`config.mk`:
```
export PLATFORM = sky130hd
export DESIGN_NAME = receiver
export DESIGN_NICKNAME = d
export VERILOG_FILES = /design/src/rtl/receiver.sv
export SDC_FILE = /design/constraint.sdc
export NUM_CORES = 1
export LEC_CHECK = 0
export ABC_AREA = 1
export CAP_MARGIN = 20
export CORE_MARGIN = 4
export CORE_UTILIZATION = 52
export DETAILED_ROUTE_END_ITERATION = 7
export PLACE_DENSITY = 0.72
export SLEW_MARGIN = 20
export SYNTH_ARGS = -nofsm -noshare
export SYNTH_HDL_FRONTEND = slang
export SYNTH_SLANG_ARGS = --single-unit
export TNS_END_PERCENT = 5
```
`constraint.sdc`:
```
create_clock -name clk -period 3.6 [get_ports clk]
set_input_delay 1.08 -clock clk [delete_from_list [all_inputs] [get_ports clk]]
set_output_delay 1.08 -clock clk [all_outputs]
set_load 0.02 [all_outputs]
```
`src/rtl/receiver.sv`:
```
// UART 8N1 receiver: synchronises RXD, samples each bit at mid-bit using CLKS_PER_BIT
// oversampling, and hands bytes to the host with a level ready / acknowledge handshake.
`timescale 1ns/1ps
module receiver #(
  parameter int CLKS_PER_BIT = 16
) (
  input  logic       clk,
  input  logic       reset,
  input  logic       RXD,
  output logic [7:0] rx_data,
  output logic       data_ready,
  input  logic       rd_ack,
  output logic       rd_busy,
  output logic       frame_err,
  output logic       overrun
);

  localparam int CNT_W = (CLKS_PER_BIT > 1) ? $clog2(CLKS_PER_BIT) : 1;
  localparam logic [CNT_W-1:0] HALF_LAST = CNT_W'(CLKS_PER_BIT / 2 - 1);
  localparam logic [CNT_W-1:0] BIT_LAST  = CNT_W'(CLKS_PER_BIT - 1);

  typedef enum logic [1:0] {
    IDLE  = 2'd0,
    START = 2'd1,
    DATA  = 2'd2,
    STOP  = 2'd3
  } state_t;

  state_t           state_q, state_d;
  logic             sync1_q, sync2_q, prev_q;
  logic [CNT_W-1:0] cnt_q, cnt_d;
  logic [2:0]       idx_q, idx_d;
  logic [7:0]       shift_q, shift_d;
  logic [7:0]       rx_data_q, rx_data_d;
  logic             ready_q, ready_d;
  logic             ovr_q, ovr_d;
  logic             ferr_q, ferr_d;
  logic             rx_fall;
  logic             half_hit, bit_hit;

  // Synchroniser flops reset high so a reset never looks like a start edge.
  always_ff @(posedge clk or negedge reset) begin
    if (!reset) begin
      sync1_q <= 1'b1;
      sync2_q <= 1'b1;
      prev_q  <= 1'b1;
    end else begin
      sync1_q <= RXD;
      sync2_q <= sync1_q;
      prev_q  <= sync2_q;
    end
  end

  assign rx_fall  = prev_q & ~sync2_q;
  assign half_hit = (cnt_q == HALF_LAST);
  assign bit_hit  = (cnt_q == BIT_LAST);

  always_ff @(posedge clk or negedge reset) begin
    if (!reset) begin
      state_q <= IDLE;
    end else begin
      state_q <= state_d;
    end
  end

  always_comb begin
    state_d = state_q;
    case (state_q)
      IDLE:    if (rx_fall) state_d = START;
      START:   if (half_hit) state_d = sync2_q ? IDLE : DATA;
      DATA:    if (bit_hit && (idx_q == 3'd7)) state_d = STOP;
      STOP:    if (bit_hit) state_d = IDLE;
      default: state_d = IDLE;
    endcase
  end

  always_comb begin
    rd_busy = (state_q != IDLE);
  end

  always_comb begin
    cnt_d     = cnt_q;
    idx_d     = idx_q;
    shift_d   = shift_q;
    rx_data_d = rx_data_q;
    ready_d   = ready_q;
    ovr_d     = ovr_q;
    ferr_d    = 1'b0;

    // An acknowledge only counts while a byte is pending; a good stop below overrides ready.
    if (rd_ack && ready_q) begin
      ready_d = 1'b0;
      ovr_d   = 1'b0;
    end

    case (state_q)
      IDLE: begin
        cnt_d = '0;
        idx_d = 3'd0;
      end
      START: begin
        if (half_hit) begin
          cnt_d = '0;
          idx_d = 3'd0;
        end else begin
          cnt_d = cnt_q + CNT_W'(1);
        end
      end
      DATA: begin
        if (bit_hit) begin
          cnt_d          = '0;
          shift_d[idx_q] = sync2_q;
          idx_d          = idx_q + 3'd1;
        end else begin
          cnt_d = cnt_q + CNT_W'(1);
        end
      end
      STOP: begin
        if (bit_hit) begin
          cnt_d = '0;
          if (sync2_q) begin
            rx_data_d = shift_q;
            ready_d   = 1'b1;
            if (ready_q && !rd_ack) ovr_d = 1'b1;
          end else begin
            ferr_d = 1'b1;
          end
        end else begin
          cnt_d = cnt_q + CNT_W'(1);
        end
      end
      default: begin
        cnt_d = '0;
        idx_d = 3'd0;
      end
    endcase
  end

  always_ff @(posedge clk or negedge reset) begin
    if (!reset) begin
      cnt_q     <= '0;
      idx_q     <= 3'd0;
      shift_q   <= 8'h00;
      rx_data_q <= 8'h00;
      ready_q   <= 1'b0;
      ovr_q     <= 1'b0;
      ferr_q    <= 1'b0;
    end else begin
      cnt_q     <= cnt_d;
      idx_q     <= idx_d;
      shift_q   <= shift_d;
      rx_data_q <= rx_data_d;
      ready_q   <= ready_d;
      ovr_q     <= ovr_d;
      ferr_q    <= ferr_d;
    end
  end

  assign rx_data    = rx_data_q;
  assign data_ready = ready_q;
  assign overrun    = ovr_q;
  assign frame_err  = ferr_q;

endmodule
```
==> flow_summary.json, run 1 <==
{
  "post_cts_buffers": 0,
  "dieArea_um2": 3540,
  "yosysMostFrequentCell": "nand2_1",
  "grt_pass1_vias": 945,
  "p_clk_share_pct": 31.5,
  "ant_nets": 0,
  "crit_chain": "nor2_1, inv_1, clkdlybuf4s50_1",
  "tns_ps": 0,
  "ys_warn_count": 0,
  "synth.net_count": 155,
  "power.density_nw_per_um2": 538,
  "critPathMaxFanout": 5,
  "drtIter0Drc": 33,
  "via_per_inst": 4.83,
  "tightest_slew_ps": 374,
  "p_leak_uw": 0.000824,
  "grt_util_all_layers_pct": 15.5,
  "ys_types": 24,
  "synthTopCellsByArea": "dfrtp_1 (51%), nand2_1 (13%), dfstp_2 (5.7%), inv_1 (3.8%), ha_1 (2.7%)",
  "fin_ws_ps": 916,
  "core_um2": 2500,
  "period_share_pct": 74.6,
  "fin_util_pct": 66.0,
  "die_x_um": 59.5,
  "dp_slack_ps": 1270,
  "async_flop_share_pct": 100,
  "rsz0062_at_grt": "false",
  "drv_slew": 0,
  "ir_drop_mv": 0.388,
  "drc": 0,
  "synth_edf_count": 0,
  "grt_max_degree": 32,
  "clock_latency_ps": 330,
  "crit_path_end_kind": "primary output",
  "synth.top_cells.by_count": "nand2_1 (47), dfrtp_1 (28), inv_1 (14)",
  "layout-drive-gt1-share_pct": 18.7,
  "start_util_pct": 55.2,
  "worst_path_max_delay_cell": "clkdlybuf4s50_1",
  "cts_resized": 0,
  "cts_buffers": 5,
  "slew_headroom_pct": 75.0,
  "tritoncts": "built",
  "critPathRequiredTime_ps": 2520,
  "die_y_um": 59.5,
  "io_buffers": 15,
  "syn_area_per_cell_um2": 9.32,
  "vias": 971,
  "p_int_uw": 611,
  "place_inst": 193,
  "comb_power_share_pct": 22.0,
  "cts_root_buf": "clkbuf_4",
  "skew_ps": 9.57,
  "synth_top_area_cell": "dfrtp_1",
  "synth_cells": 148,
  "synth_flop_cell": "dfrtp_1",
  "nets": 177,
  "cpPeakStageDelay_ps": 540,
  "yosysSeqAreaShare_pct": 56.5,
  "startpoint_type": "register",
  "power_frac_seq_pct": 46.5,
  "synth_area_um2": 1380,
  "diodes": 0,
  "switchingPower_uw": 277,
  "whs_ps": 360,
  "gp_congestion": 0.823,
  "grt_overflow": 0,
  "outcome": "completed",
  "finalSetupViolCount": 0,
  "hp-class": "reg2reg",
  "fillers": 197,
  "antenna_found_initial": 0,
  "cap_violations": 0,
  "grt_pass1_wl_um": 4030,
  "ys_ff_latch": 31,
  "clk_path_buf_depth": 2,
  "period_minus_slack_ps": 2680,
  "rows": 18,
  "hold_buffers": 0,
  "syn2layout_area_growth_pct": 19.6,
  "arrival_ps": 1600,
  "timing.fmax_ghz": 0.373,
  "crit_family": "buffers and inverters",
  "drt_first_pass_iters": 4,
  "fin_cells": 201,
  "yosys.area.top_type_share_pct": 50.8,
  "finalWirelength_um": 2330,
  "avgRoutedWirePerCell_um": 11.6,
  "clkSinkCount": 31,
  "final_hold_viol_count": 0,
  "h-tree-depth": 2,
  "dp_hpwl_um": 1760,
  "ioPinCount": 16,
  "path_clk_slew_ps": 80,
  "netSwitchingFraction_pct": 31.2,
  "timing_worst_setup_path_type": "reg2out",
  "crit_buf_inv": 2
}
## power by group through the flow
| stage | sequential (uW) | combinational, uW | clock (uW) |
|---|---|---|---|
| after global routing | 416 | 221 | 305 |
| final | 413 | 196 | 280 |
| after CTS | 413 | 198 | 289 |
| after global placement | 416 | 189 | 0 |
| after floorplan | 412 | 144 | 0 |
| after detailed placement | 420 | 196 | 0 |
## layout make-up
cell class	instances	area [um2]	share of cell area [%]
Clock inverter	2	35.0	2.12
Multi-Input combinational cell	96	513	31.1
Timing Repair Buffer	16	158	9.56
Sequential cell	31	779	47.3
Tap cell	30	37.5	2.28
Clock buffer	6	51.3	3.11
Inverter	20	75.1	4.55
## cell families (layout without fill, tap and decap cells)
logic type | after synthesis | in the layout | share of synthesized area, %
DFF | 31 | 31 | 56.5
buffers and inverters | 21 | 44 | 6.26
xor gates and xnor gates | 2 | 2 | 1.27
and+or+nand+nor | 73 | 73 | 25.0
adders and majority gates | 3 | 3 | 2.72
AOI/OAI and AO/OA | 18 | 18 | 8.26
## sequential cells by signal, indices dropped and copies added (netlist names), named ones only
| register | cells |
|---|---|
| rx_data | 8 |
| shift_q | 8 |
| cnt_q | 4 |
| idx_q | 3 |
| data_ready | 1 |
| frame_err | 1 |
| prev_q | 1 |
| state_q | 1 |
| sync1_q | 1 |
| sync2_q | 1 |
## path summary, 6_finish.rpt
path / endpoint / depth (start not counted) / slack (ps) / start
worst max-delay path: rd_busy / 3 / 920 / state_q[0]$_DFFE_PN0P_
worst min-delay path: sync2_q$_DFF_PN1_ / 0 / 360 / sync1_q$_DFF_PN1_
worst max register to register: idx_q[0]$_DFFE_PN0P_ / 6 / 2220 / cnt_q[0]$_DFF_PN0_
worst min register to register: sync2_q$_DFF_PN1_ / 0 / 360 / sync1_q$_DFF_PN1_
max in group asynchronous: sync2_q$_DFF_PN1_ / 2 / 2140 / reset
min in group asynchronous: cnt_q[2]$_DFF_PN0_ / 2 / 1140 / reset
## per-stage QoR
| step | cell area, um2 | total power (uW) |
|---|---|---|
| 3_5_place_dp | 1560 | 616 |
| 4_1_cts | 1650 | 900 |
| 6_report | 1650 | 888 |
| 2_1_floorplan | 1380 | 557 |
| 3_3_place_gp | 1560 | 605 |
| 5_1_grt | 1650 | 943 |
## cell usage in the layout (no fill, tap or decap), types with 2 or more instances in the layout
cell type	netlist	final
nand2_1	47	47
ha_1	3	3
inv_1	14	14
nor2_4	3	3
inv_2	6	6
dfrtp_1	28	28
nor2_2	2	2
o21ai_2	4	4
o21ai_1	6	6
xor2_1	2	2
nor2_1	10	10
a21oi_1	4	4
dfstp_2	3	3
clkdlybuf4s50_1	0	15
clkbuf_4	0	5
o21ai_0	2	2
nand3_1	5	5
## routing by layer
| layer | track usage (%) | vias to the layer above | routed length (um) |
|---|---|---|---|
| met1 | 20.2 | 440 | 1130 |
| li1 | - | 504 | - |
| met2 | 23.4 | 21 | 1020 |
| met3 | 5.88 | 6 | 132 |
| met5 | 0 | - | 0 |
| met4 | 5.70 | 0 | 41 |
Note: power is estimated with default switching activity, not from simulation.
==> run 2: changes to the inputs <==
Settings changed: CORE_UTILIZATION 52 to 49, PLACE_DENSITY 0.72 to 0.71.
Clock period 3.6 ns to 2.2 ns, I/O delays scaled along.
==> flow_summary.json, run 2 (synthesized netlist as in run 1, its figures left out) <==
{
  "dp_hpwl_um": 1760,
  "start_util_pct": 53.2,
  "final_common_cell": "nand2_1",
  "path_clk_slew_ps": 80,
  "h-tree-depth": 2,
  "clk_path_buf_depth": 2,
  "drt_first_pass_iters": 4,
  "grt_pass1_wl_um": 4110,
  "ioPinCount": 16,
  "cts_buffers": 5,
  "rr_worst_depth": 6,
  "crit_path_end_kind": "primary output",
  "tightest_slew_ps": 382,
  "critPathMaxFanout": 5,
  "hp-class": "reg2reg",
  "timing_worst_setup_path_type": "reg2out",
  "comb_power_share_pct": 23.9,
  "dp_slack_ps": 292,
  "io_buffers": 15,
  "finalSetupViolCount": 0,
  "switchingPower_uw": 441,
  "timing.rr.end": "idx_q[0]$_DFFE_PN0P_",
  "critPathRequiredTime_ps": 1540,
  "clock_latency_ps": 310,
  "dieArea_um2": 3730,
  "antenna_found_initial": 0,
  "period_share_pct": 92.3,
  "ant_nets": 0,
  "ir_drop_mv": 0.590,
  "fin_cells": 200,
  "vias": 989,
  "drc": 0,
  "cts_resized": 1,
  "hold_buffers": 0,
  "avgRoutedWirePerCell_um": 11.7,
  "p_leak_uw": 0.000811,
  "via_per_inst": 4.95,
  "die_y_um": 61.0,
  "syn2layout_area_growth_pct": 17.3,
  "startpoint_type": "register",
  "tritoncts": "built",
  "fin_ws_ps": 169,
  "rsz0062_at_grt": "false",
  "finalWirelength_um": 2350,
  "grt_overflow": 0,
  "post_cts_buffers": 0,
  "rows": 18,
  "p_clk_share_pct": 24.7,
  "netSwitchingFraction_pct": 33.6,
  "p_int_uw": 872,
  "cap_violations": 0,
  "die_x_um": 61.0,
  "startpoint": "state_q[0]$_DFFE_PN0P_",
  "fillers": 223,
  "tns_ps": 0,
  "ff2ff_setup_slack_ps": 790,
  "skew_ps": 10.7,
  "power_frac_seq_pct": 51.5,
  "arrival_ps": 1370,
  "gp_congestion": 0.741,
  "crit_path_end": "rd_busy",
  "diodes": 0,
  "slew_headroom_pct": 74.5,
  "r2r-start": "cnt_q[0]$_DFF_PN0_",
  "cts_root_buf": "clkbuf_4",
  "timing.fmax_ghz": 0.492,
  "layout-drive-gt1-share_pct": 18.2,
  "outcome": "completed",
  "grt_max_degree": 32,
  "clkSinkCount": 31,
  "nets": 177,
  "power.density_nw_per_um2": 812,
  "place_inst": 193,
  "drtIter0Drc": 80,
  "drv_slew": 0,
  "core_um2": 2590,
  "grt_pass1_vias": 986,
  "final_hold_viol_count": 0,
  "grt_util_all_layers_pct": 14.9,
  "mostFrequentLayoutCells": "nand2_1 (47), dfrtp_1 (28), inv_1 (14), clkdlybuf4s50_1 (14), nor2_1 (10)",
  "period_minus_slack_ps": 2030
}
run 2: cell types whose count changed in the layout (fill, tap and decap cells not counted):
cell | before | now
dlygate4sd2_1 | 0 | 1
bufinv_16 | 1 | 0
clkdlybuf4s50_1 | 15 | 14
run 2: power groups by stage:
stage	Sequential, uW	Clock (uW)	Combinational [uW]
2_1_floorplan	675	0	236
3_3_place_gp	680	0	309
3_5_place_dp	685	0	323
4_1_cts	675	338	317
5_1_grt	680	367	350
6_report	676	324	313
run 2: stage by stage:
| stage | cell area (um2) | total power [uW] | hold WS [ps] | utilization (%) |
|---|---|---|---|---|
| 2_1_floorplan | 1380 | 911 | 345 | - |
| 3_3_place_gp | 1560 | 989 | 347 | 60.3 |
| 3_5_place_dp | 1560 | 1010 | 353 | 60.3 |
| 4_1_cts | 1620 | 1330 | 366 | 62.5 |
| 5_1_grt | 1620 | 1400 | 371 | 62.5 |
| 6_report | 1620 | 1310 | 363 | 62.5 |
run 2: layout make-up:
type / count / area (um2) / share of cell area [%]
Multi-Input combinational cell: 96 / 513 / 31.7
Clock buffer: 6 / 51.3 / 3.17
Timing Repair Buffer: 16 / 156 / 9.67
Inverter: 20 / 75.1 / 4.64
Clock inverter: 1 / 5.00 / 0.309
Tap cell: 30 / 37.5 / 2.32
Sequential cell: 31 / 779 / 48.2
run 2: layer usage:
metal	vias up	global-route usage, %	wire length [um]	part of all wire (%)
li1	502	-	-	-
met3	2	4.40	108	4.6
met5	-	0	0	0
met1	465	19.1	1110	47
met4	0	4.64	17	0.72
met2	20	24.5	1110	47
run 2: how the worst min path moves through the flow:
stage / start / end / slack [ps] / depth (start not counted)
after detailed placement: sync1_q$_DFF_PN1_ / sync2_q$_DFF_PN1_ / 350 / 0
final: sync1_q$_DFF_PN1_ / sync2_q$_DFF_PN1_ / 360 / 0
after CTS: sync1_q$_DFF_PN1_ / sync2_q$_DFF_PN1_ / 370 / 0
after global routing: sync1_q$_DFF_PN1_ / sync2_q$_DFF_PN1_ / 370 / 0
after floorplan: sync1_q$_DFF_PN1_ / sync2_q$_DFF_PN1_ / 350 / 0
after global placement: sync1_q$_DFF_PN1_ / sync2_q$_DFF_PN1_ / 350 / 0
run 2: worst max-delay path: stages, from the launching register on:
cell	delay, ps
dfrtp_1	460
nor2_1	210
inv_1	70
dlygate4sd2_1	320
